**config.mk**
```make
export PLATFORM = sky130hd
export DESIGN_NAME = psum_accum_buffer
export DESIGN_NICKNAME = d
export VERILOG_FILES = /design/src/rtl/psum_accum_buffer.sv
export SDC_FILE = /design/constraint.sdc
export NUM_CORES = 1
export LEC_CHECK = 0
export ABC_CLOCK_PERIOD_IN_PS = 3200
export BUFFER_PORTS_ARGS = -buffer_cell sky130_fd_sc_hd__buf_2
export CAP_MARGIN = 20
export CORE_MARGIN = 4
export CORE_UTILIZATION = 58
export CTS_BUF_LIST = sky130_fd_sc_hd__clkbuf_8
export DETAILED_ROUTE_END_ITERATION = 7
export GPL_TIMING_DRIVEN = 0
export PLACE_DENSITY = 0.85
export SETUP_SLACK_MARGIN = 0.5
export SLEW_MARGIN = 20
export SYNTH_ARGS = -nofsm -noshare
export SYNTH_HDL_FRONTEND = slang
export SYNTH_SLANG_ARGS = --single-unit
```
**constraint.sdc**
```tcl
create_clock -name clk -period 3.2 [get_ports clk]
set_input_delay 0 -clock clk [delete_from_list [all_inputs] [get_ports clk]]
set_output_delay 0 -clock clk [all_outputs]
set_load 0.01 [all_outputs]
```
**src/rtl/psum_accum_buffer.sv**
```systemverilog
// Partial-sum accumulation buffer: a psum FIFO and incoming results feed a one-entry
// combine register, which drains into an output FIFO; a small run controller sequences it.
//
// state   | meaning
// IDLE    | waiting for start; mode and len latched on start
// RUN     | accepting results until len have been taken
// DRAIN   | waiting for the combine register to reach the output FIFO
// DONE    | one-cycle end-of-run pulse
module psum_accum_buffer #(
   parameter int PSUM_WIDTH     = 16,
   parameter int PSUM_PAR_WRITE = 1,
   parameter int PSUM_DEPTH     = 16,
   parameter int OUT_PAR_READ   = 1,
   parameter int OUT_DEPTH      = 16,
   parameter int CNT_W          = 8
) (
   input  logic                                   clk,
   input  logic                                   rstn,
   input  logic                                   clear,
   input  logic                                   start,
   input  logic [1:0]                             mode,
   input  logic [CNT_W-1:0]                       len,
   input  logic                                   psum_wen,
   input  logic [PSUM_PAR_WRITE*PSUM_WIDTH-1:0]   psum_din,
   output logic                                   psum_full,
   output logic                                   psum_empty,
   input  logic                                   res_valid,
   input  logic [PSUM_WIDTH-1:0]                  res_data,
   output logic                                   res_ready,
   input  logic                                   out_ren,
   output logic [OUT_PAR_READ*(PSUM_WIDTH+1)-1:0] out_dout,
   output logic                                   out_full,
   output logic                                   out_empty,
   output logic                                   busy,
   output logic                                   done
);
   localparam int OW    = PSUM_WIDTH + 1;
   localparam int PS_AW = (PSUM_DEPTH > 1) ? $clog2(PSUM_DEPTH) : 1;
   localparam int PS_CW = $clog2(PSUM_DEPTH + 1);
   localparam int OF_AW = (OUT_DEPTH > 1) ? $clog2(OUT_DEPTH) : 1;
   localparam int OF_CW = $clog2(OUT_DEPTH + 1);

   typedef enum logic [1:0] {S_IDLE, S_RUN, S_DRAIN, S_DONE} state_t;

   // Pointer advance modulo depth; k never exceeds the depth, so one subtraction suffices.
   function automatic logic [PS_AW-1:0] ps_wrap(input logic [PS_AW-1:0] p, input int k);
      int s;
      s = int'(p) + k;
      if (s >= PSUM_DEPTH) s = s - PSUM_DEPTH;
      return PS_AW'(s);
   endfunction

   function automatic logic [OF_AW-1:0] of_wrap(input logic [OF_AW-1:0] p, input int k);
      int s;
      s = int'(p) + k;
      if (s >= OUT_DEPTH) s = s - OUT_DEPTH;
      return OF_AW'(s);
   endfunction

   state_t                r_state;
   logic [1:0]            r_mode;
   logic [CNT_W-1:0]      r_len;
   logic [CNT_W-1:0]      r_cnt;
   logic                  r_pipe_vld;
   logic [OW-1:0]         r_pipe_data;

   logic [PSUM_WIDTH-1:0] r_ps_mem [PSUM_DEPTH];
   logic [PS_AW-1:0]      r_ps_wptr;
   logic [PS_AW-1:0]      r_ps_rptr;
   logic [PS_CW-1:0]      r_ps_cnt;

   logic [OW-1:0]         r_of_mem [OUT_DEPTH];
   logic [OF_AW-1:0]      r_of_wptr;
   logic [OF_AW-1:0]      r_of_rptr;
   logic [OF_CW-1:0]      r_of_cnt;

   logic                  w_ps_push;
   logic                  w_ps_pop;
   logic [PSUM_WIDTH-1:0] w_ps_head;
   logic                  w_of_push;
   logic                  w_of_pop;
   logic                  w_need_ps;
   logic                  w_pipe_drain;
   logic                  w_acc;
   logic [OW-1:0]         w_res_ext;
   logic [OW-1:0]         w_ps_ext;
   logic [OW-1:0]         w_pipe_nxt;

   assign psum_empty = (r_ps_cnt == '0);
   assign psum_full  = (int'(r_ps_cnt) > PSUM_DEPTH - PSUM_PAR_WRITE);
   assign out_full   = (r_of_cnt == OF_CW'(OUT_DEPTH));
   assign out_empty  = (int'(r_of_cnt) < OUT_PAR_READ);
   assign busy       = (r_state == S_RUN) | (r_state == S_DRAIN);
   assign done       = (r_state == S_DONE);

   assign w_ps_head    = r_ps_mem[r_ps_rptr];
   assign w_need_ps    = (r_mode == 2'b01) | (r_mode == 2'b10);
   assign w_pipe_drain = r_pipe_vld & ~out_full;

   assign res_ready = ~clear & (r_state == S_RUN) & (~r_pipe_vld | w_pipe_drain) &
                      (r_cnt < r_len) & (~w_need_ps | ~psum_empty);

   assign w_acc     = res_valid & res_ready;
   assign w_ps_push = psum_wen & ~psum_full & ~clear;
   assign w_ps_pop  = w_acc & w_need_ps;
   assign w_of_push = w_pipe_drain & ~clear;
   assign w_of_pop  = out_ren & ~out_empty & ~clear;

   assign w_res_ext = {res_data[PSUM_WIDTH-1], res_data};
   assign w_ps_ext  = {w_ps_head[PSUM_WIDTH-1], w_ps_head};

   // Both operands are sign-extended by one bit, so the sum cannot overflow.
   always_comb begin
      w_pipe_nxt = w_res_ext;
      case (r_mode)
         2'b01:   w_pipe_nxt = w_res_ext + w_ps_ext;
         2'b10:   w_pipe_nxt = w_ps_ext;
         default: w_pipe_nxt = w_res_ext;
      endcase
   end

   always_ff @(posedge clk) begin
      if (w_ps_push) begin
         for (int i = 0; i < PSUM_PAR_WRITE; i++)
            r_ps_mem[ps_wrap(r_ps_wptr, i)] <= psum_din[i*PSUM_WIDTH +: PSUM_WIDTH];
      end
      if (w_of_push) r_of_mem[r_of_wptr] <= r_pipe_data;
   end

   always_ff @(posedge clk or negedge rstn) begin
      if (!rstn) begin
         r_ps_wptr <= '0;
         r_ps_rptr <= '0;
         r_ps_cnt  <= '0;
         r_of_wptr <= '0;
         r_of_rptr <= '0;
         r_of_cnt  <= '0;
         out_dout  <= '0;
      end else if (clear) begin
         r_ps_wptr <= '0;
         r_ps_rptr <= '0;
         r_ps_cnt  <= '0;
         r_of_wptr <= '0;
         r_of_rptr <= '0;
         r_of_cnt  <= '0;
         out_dout  <= '0;
      end else begin
         if (w_ps_push) r_ps_wptr <= ps_wrap(r_ps_wptr, PSUM_PAR_WRITE);
         if (w_ps_pop)  r_ps_rptr <= ps_wrap(r_ps_rptr, 1);
         r_ps_cnt <= r_ps_cnt + (w_ps_push ? PS_CW'(PSUM_PAR_WRITE) : PS_CW'(0))
                              - (w_ps_pop ? PS_CW'(1) : PS_CW'(0));
         if (w_of_push) r_of_wptr <= of_wrap(r_of_wptr, 1);
         if (w_of_pop) begin
            r_of_rptr <= of_wrap(r_of_rptr, OUT_PAR_READ);
            for (int i = 0; i < OUT_PAR_READ; i++)
               out_dout[i*OW +: OW] <= r_of_mem[of_wrap(r_of_rptr, i)];
         end
         r_of_cnt <= r_of_cnt + (w_of_push ? OF_CW'(1) : OF_CW'(0))
                              - (w_of_pop ? OF_CW'(OUT_PAR_READ) : OF_CW'(0));
      end
   end

   always_ff @(posedge clk or negedge rstn) begin
      if (!rstn) begin
         r_state     <= S_IDLE;
         r_mode      <= '0;
         r_len       <= '0;
         r_cnt       <= '0;
         r_pipe_vld  <= 1'b0;
         r_pipe_data <= '0;
      end else if (clear) begin
         r_state     <= S_IDLE;
         r_mode      <= '0;
         r_len       <= '0;
         r_cnt       <= '0;
         r_pipe_vld  <= 1'b0;
         r_pipe_data <= '0;
      end else begin
         if (w_acc) begin
            r_pipe_vld  <= 1'b1;
            r_pipe_data <= w_pipe_nxt;
            r_cnt       <= r_cnt + 1'b1;
         end else if (w_pipe_drain) begin
            r_pipe_vld  <= 1'b0;
         end
         case (r_state)
            S_IDLE: begin
               if (start) begin
                  r_mode  <= mode;
                  r_len   <= len;
                  r_cnt   <= '0;
                  r_state <= (len == '0) ? S_DONE : S_RUN;
               end
            end
            S_RUN:   if (r_cnt == r_len) r_state <= S_DRAIN;
            S_DRAIN: if (!r_pipe_vld) r_state <= S_DONE;
            S_DONE:  r_state <= S_IDLE;
            default: r_state <= S_IDLE;
         endcase
      end
   end
endmodule

```
==> results.md <==
- Post-synthesis sequential area ratio: 70.5%
- Minimum clock period: 3.63 ns
- Cts bufs inserted: 93
- Starting density of the core: roughly 60%
- Max-cap violations: 0
- Power Density: 606 nW/um^2
- # clock sinks: 609
- Yosys top cell by area: edfxtp_1
- Layout Nets: roughly 1900
- Syn avg cell area: 17.9 sq um
- Failing checks: setup timing
- Setup tns final: -4.33 ns
- Layout Skew: 0.0417 ns
- Worst endpoint data arrival time: 4.27 ns
- CTS tree: yes
- Via Count: 15145
- Remaining antenna violation count: 0
- DRC: 0
- CP peak stage delay: 0.53 ns
- Measured slew at the worst slew-check pin: roughly 0.97 ns
- Unique masters post-synth: 59
- H-tree Lvls: 3
- Synth-to-Final Area Change: 21.9%
- First-pass GRT wire length: approximately 97000 microns
- Slowest CP cell: mux4_2
- Top cells by area, synth: edfxtp_1 (62%), mux4_2 (14%), dfrtp_1 (8.0%)
- Filler cell count: between 2000 and 2500
- Yosys reg bits: 609
- CP bufs+invs: 5
- Pin count of the biggest net entering global routing: 50
- Hold crit path type: input pin to flip-flop
- Post-synth top flop: edfxtp_1
- Top-count cell post-synth: edfxtp_1
- CP startpoint kind: flip-flop
- Power Total: about 0.019 W
- Die Y: 217 microns
- Unrepaired setup endpoints after global routing: yes
- Syn Nets: about 1500
- Final Cell Area: 30900 sq um
- DRT Pass-1 Iters: 5
- Top cell family by delay on the critical path: multiplexers
- CTS clk-pin slew, worst paths: roughly 0.070 ns
- Total global-route track usage: 27.7%
- CP Capture Type: flip-flop
- Drt wl/cell: 27.3 microns
- Setup violators final: 14
- Die Width: 217 microns
- WP data required: around 3.8 ns
- Ys async rst share: between 10% and 20%
- IO Port Bufs: about 70
- Ys Warns: 0
- Post-DP HPWL: 39100 microns
- CP cell instances: buf_6 -> buf_12 -> buf_12 -> buf_4 -> mux4_2 -> mux4_2 -> ha_4 -> o211ai_1 -> buf_4 -> o21ai_2 -> a221oi_2 -> mux2_4 -> a31oi_1
- Remaining global-route overflow: 0
- VDD IR-drop max: a little under 0.6 mV
- IO Pins: 73
- Initial drt markers: 1933
- FMAX: 275 MHz
- Lkg Pwr: approximately 11 nW
- Endpoints failing hold: 0
- Post-Synthesis Cells: 1416
- Core footprint: ~43000 sq um
- Drt via density: 6.27
- Final Max Tran Viols: 0
- Clock Latency Late Sink: 0.71 ns
- CP Class: flip-flop to flip-flop
- Slew HR: between 30% and 40%
- Commonest cells post-synth: edfxtp_1 (528), mux4_2 (156), nand2_1 (103)
- Die ar.: 47200 sq um
- Row count: 76
- Layout cell share with drive strength beyond 1: 33.6%
- Vias in the first global route: 15783
- CTS Buffer Depth: 3
- Placed cell areas: 27300 sq um
- Top cell type's share of synthesized area: 62.5%
- Initial antenna violation count: 2
- Synth Cell Area: 25400 sq um
- Crit path max fanout: 5
- GPL Wtd Cong: 0.924
- Placed instance count: between 2000 and 2500
- Post-route non-filler standard cell count: 2416
- Dpl ws: -0.839 ns
- Post-synth EDFFs: ~530
- Final Cycle Share: 114%
- Status: finished, violations left
- Fin worst setup slack: -0.435 ns
- Routed Wire Length: approximately 66000 microns
- Root buf cell: clkbuf_8
[worst reg2reg max path, stage by stage (launching register included)]
cell and delay [ns]:
dfrtp_1 0.38, buf_6 0.16, buf_12 0.13, buf_12 0.11, buf_4 0.12, mux4_2 0.50
mux4_2 0.53, ha_4 0.30, o211ai_1 0.29, buf_4 0.17, o21ai_2 0.07, a221oi_2 0.31
mux2_4 0.34, a31oi_1 0.17
[registers in the layout, summed over array words and instances (netlist names)]
| signal | flops |
|---|---|
| r_of_mem | 272 |
| r_ps_mem | 256 |
| out_dout | 17 |
| r_pipe_data | 17 |
| r_cnt | 8 |
| r_len | 8 |
| r_of_cnt | 5 |
| r_ps_cnt | 5 |
| r_of_rptr | 4 |
| r_of_wptr | 4 |
| r_ps_rptr | 4 |
| r_ps_wptr | 4 |
| r_mode | 2 |
| r_state | 2 |
| r_pipe_vld | 1 |
[power breakdown]
group | internal, W | total, W | switching [W]
registers | 0.00896 | 0.00925 | 0.000288
clock network | 0.00299 | 0.00604 | 0.00305
logic | 0.00162 | 0.00346 | 0.00184
total | 0.0136 | 0.0187 | 0.00517
[routing by layer]
| metal | track usage, % | up-vias | wire length, microns |
|---|---|---|---|
| met2 | 47.9 | 920 | 34300 |
| met4 | 10.9 | 0 | 3300 |
| met1 | 35.2 | 7698 | 23000 |
| met5 | 0 | - | 0 |
| met3 | 5.18 | 240 | 5290 |
| li1 | - | 6287 | - |
[layout make-up]
| type | count | area [sq um] | area share (%) |
|---|---|---|---|
| Multi-Input combinational cell | 692 | 7720 | 24.9 |
| Inverter | 45 | 176 | 0.570 |
| Buffer | 70 | 488 | 1.58 |
| Antenna cell | 1 | 2.50 | 0.00809 |
| Clock buffer | 96 | 1320 | 4.27 |
| Tap cell | 585 | 732 | 2.37 |
| Timing Repair Buffer | 242 | 2210 | 7.13 |
| Sequential cell | 609 | 17900 | 57.8 |
| Clock inverter | 76 | 408 | 1.32 |
[cell usage in the layout, fill, tap and decap left out, types with 7 or more instances in the layout]
cell type / synthesis / routed
edfxtp_1: 528 / 528
mux4_2: 156 / 156
clkbuf_8: 0 / 97
nand2_1: 103 / 93
buf_2: 14 / 82
dfrtp_1: 81 / 80
dlygate4sd3_1: 0 / 69
inv_1: 45 / 64
buf_4: 3 / 62
a21oi_1: 59 / 49
nor2_1: 77 / 46
ha_1: 59 / 43
clkbuf_1: 37 / 29
clkinv_1: 0 / 24
buf_12: 0 / 22
o21ai_1: 17 / 19
buf_8: 0 / 18
nor2_4: 0 / 18
xor2_1: 16 / 16
buf_6: 6 / 15
nor2b_1: 15 / 14
nor2_2: 1 / 14
xnor2_1: 16 / 14
ha_4: 0 / 14
clkinv_2: 0 / 12
nand4_1: 11 / 11
nand2b_1: 13 / 11
a21oi_2: 0 / 10
nand3b_1: 10 / 10
inv_2: 0 / 9
a221oi_2: 0 / 9
a22oi_1: 10 / 8
nand2_2: 0 / 8
and2_1: 9 / 7
nand3_1: 7 / 7
buf_1: 10 / 7
[cells by family after synthesis]
logic type / Yosys count / synth area share (%)
AOI/OAI and AO/OA: 155 / 3.80
xor gates and xnor gates: 32 / 1.10
adders and majority gates: 62 / 3.15
buffers and inverters: 115 / 1.99
DFF: 609 / 70.5
muxes: 168 / 14.3
and+or+nand+nor: 275 / 5.14
[through the flow]
| step | hold WS, ns | util [%] |
|---|---|---|
| 4_1_cts | 0.0971 | 70.8 |
| 3_3_place_gp | 0.248 | 62.1 |
| 5_1_grt | 0.115 | 71.7 |
| 6_report | 0.125 | 71.7 |
| 2_1_floorplan | -0.296 | - |
| 3_5_place_dp | 0.0229 | 63.1 |
[timing repair]
item	4_1_cts	5_1_grt
endpoints found under the hold margin	397	0
buffers inserted	49	31
hold buffers	70	0
pin swaps	60	34
gates cloned	1	0
gates resized for setup	71	35
endpoints found under the setup margin	202	285
[path summary, 6_finish.rpt]
check / slack, ns / endpoint / depth (start not counted) / startpoint
hold / removal: 0.12 / r_ps_wptr[1]$_DFFE_PN0P_ / 4 / psum_wen
setup reg to reg: -0.43 / r_pipe_data[13]$_DFFE_PN0P_ / 13 / r_ps_rptr[0]$_DFFE_PN0P_
min in group asynchronous: 0.45 / r_pipe_data[3]$_DFFE_PN0P_ / 4 / rstn
max in group asynchronous: 2.49 / r_of_cnt[1]$_DFF_PN0_ / 4 / rstn
setup / recovery: -0.43 / r_pipe_data[13]$_DFFE_PN0P_ / 13 / r_ps_rptr[0]$_DFFE_PN0P_
hold reg to reg: 0.52 / out_dout[9]$_DFFE_PN0P_ / 2 / out_dout[9]$_DFFE_PN0P_
No activity file was read; power rests on OpenSTA's default activity.
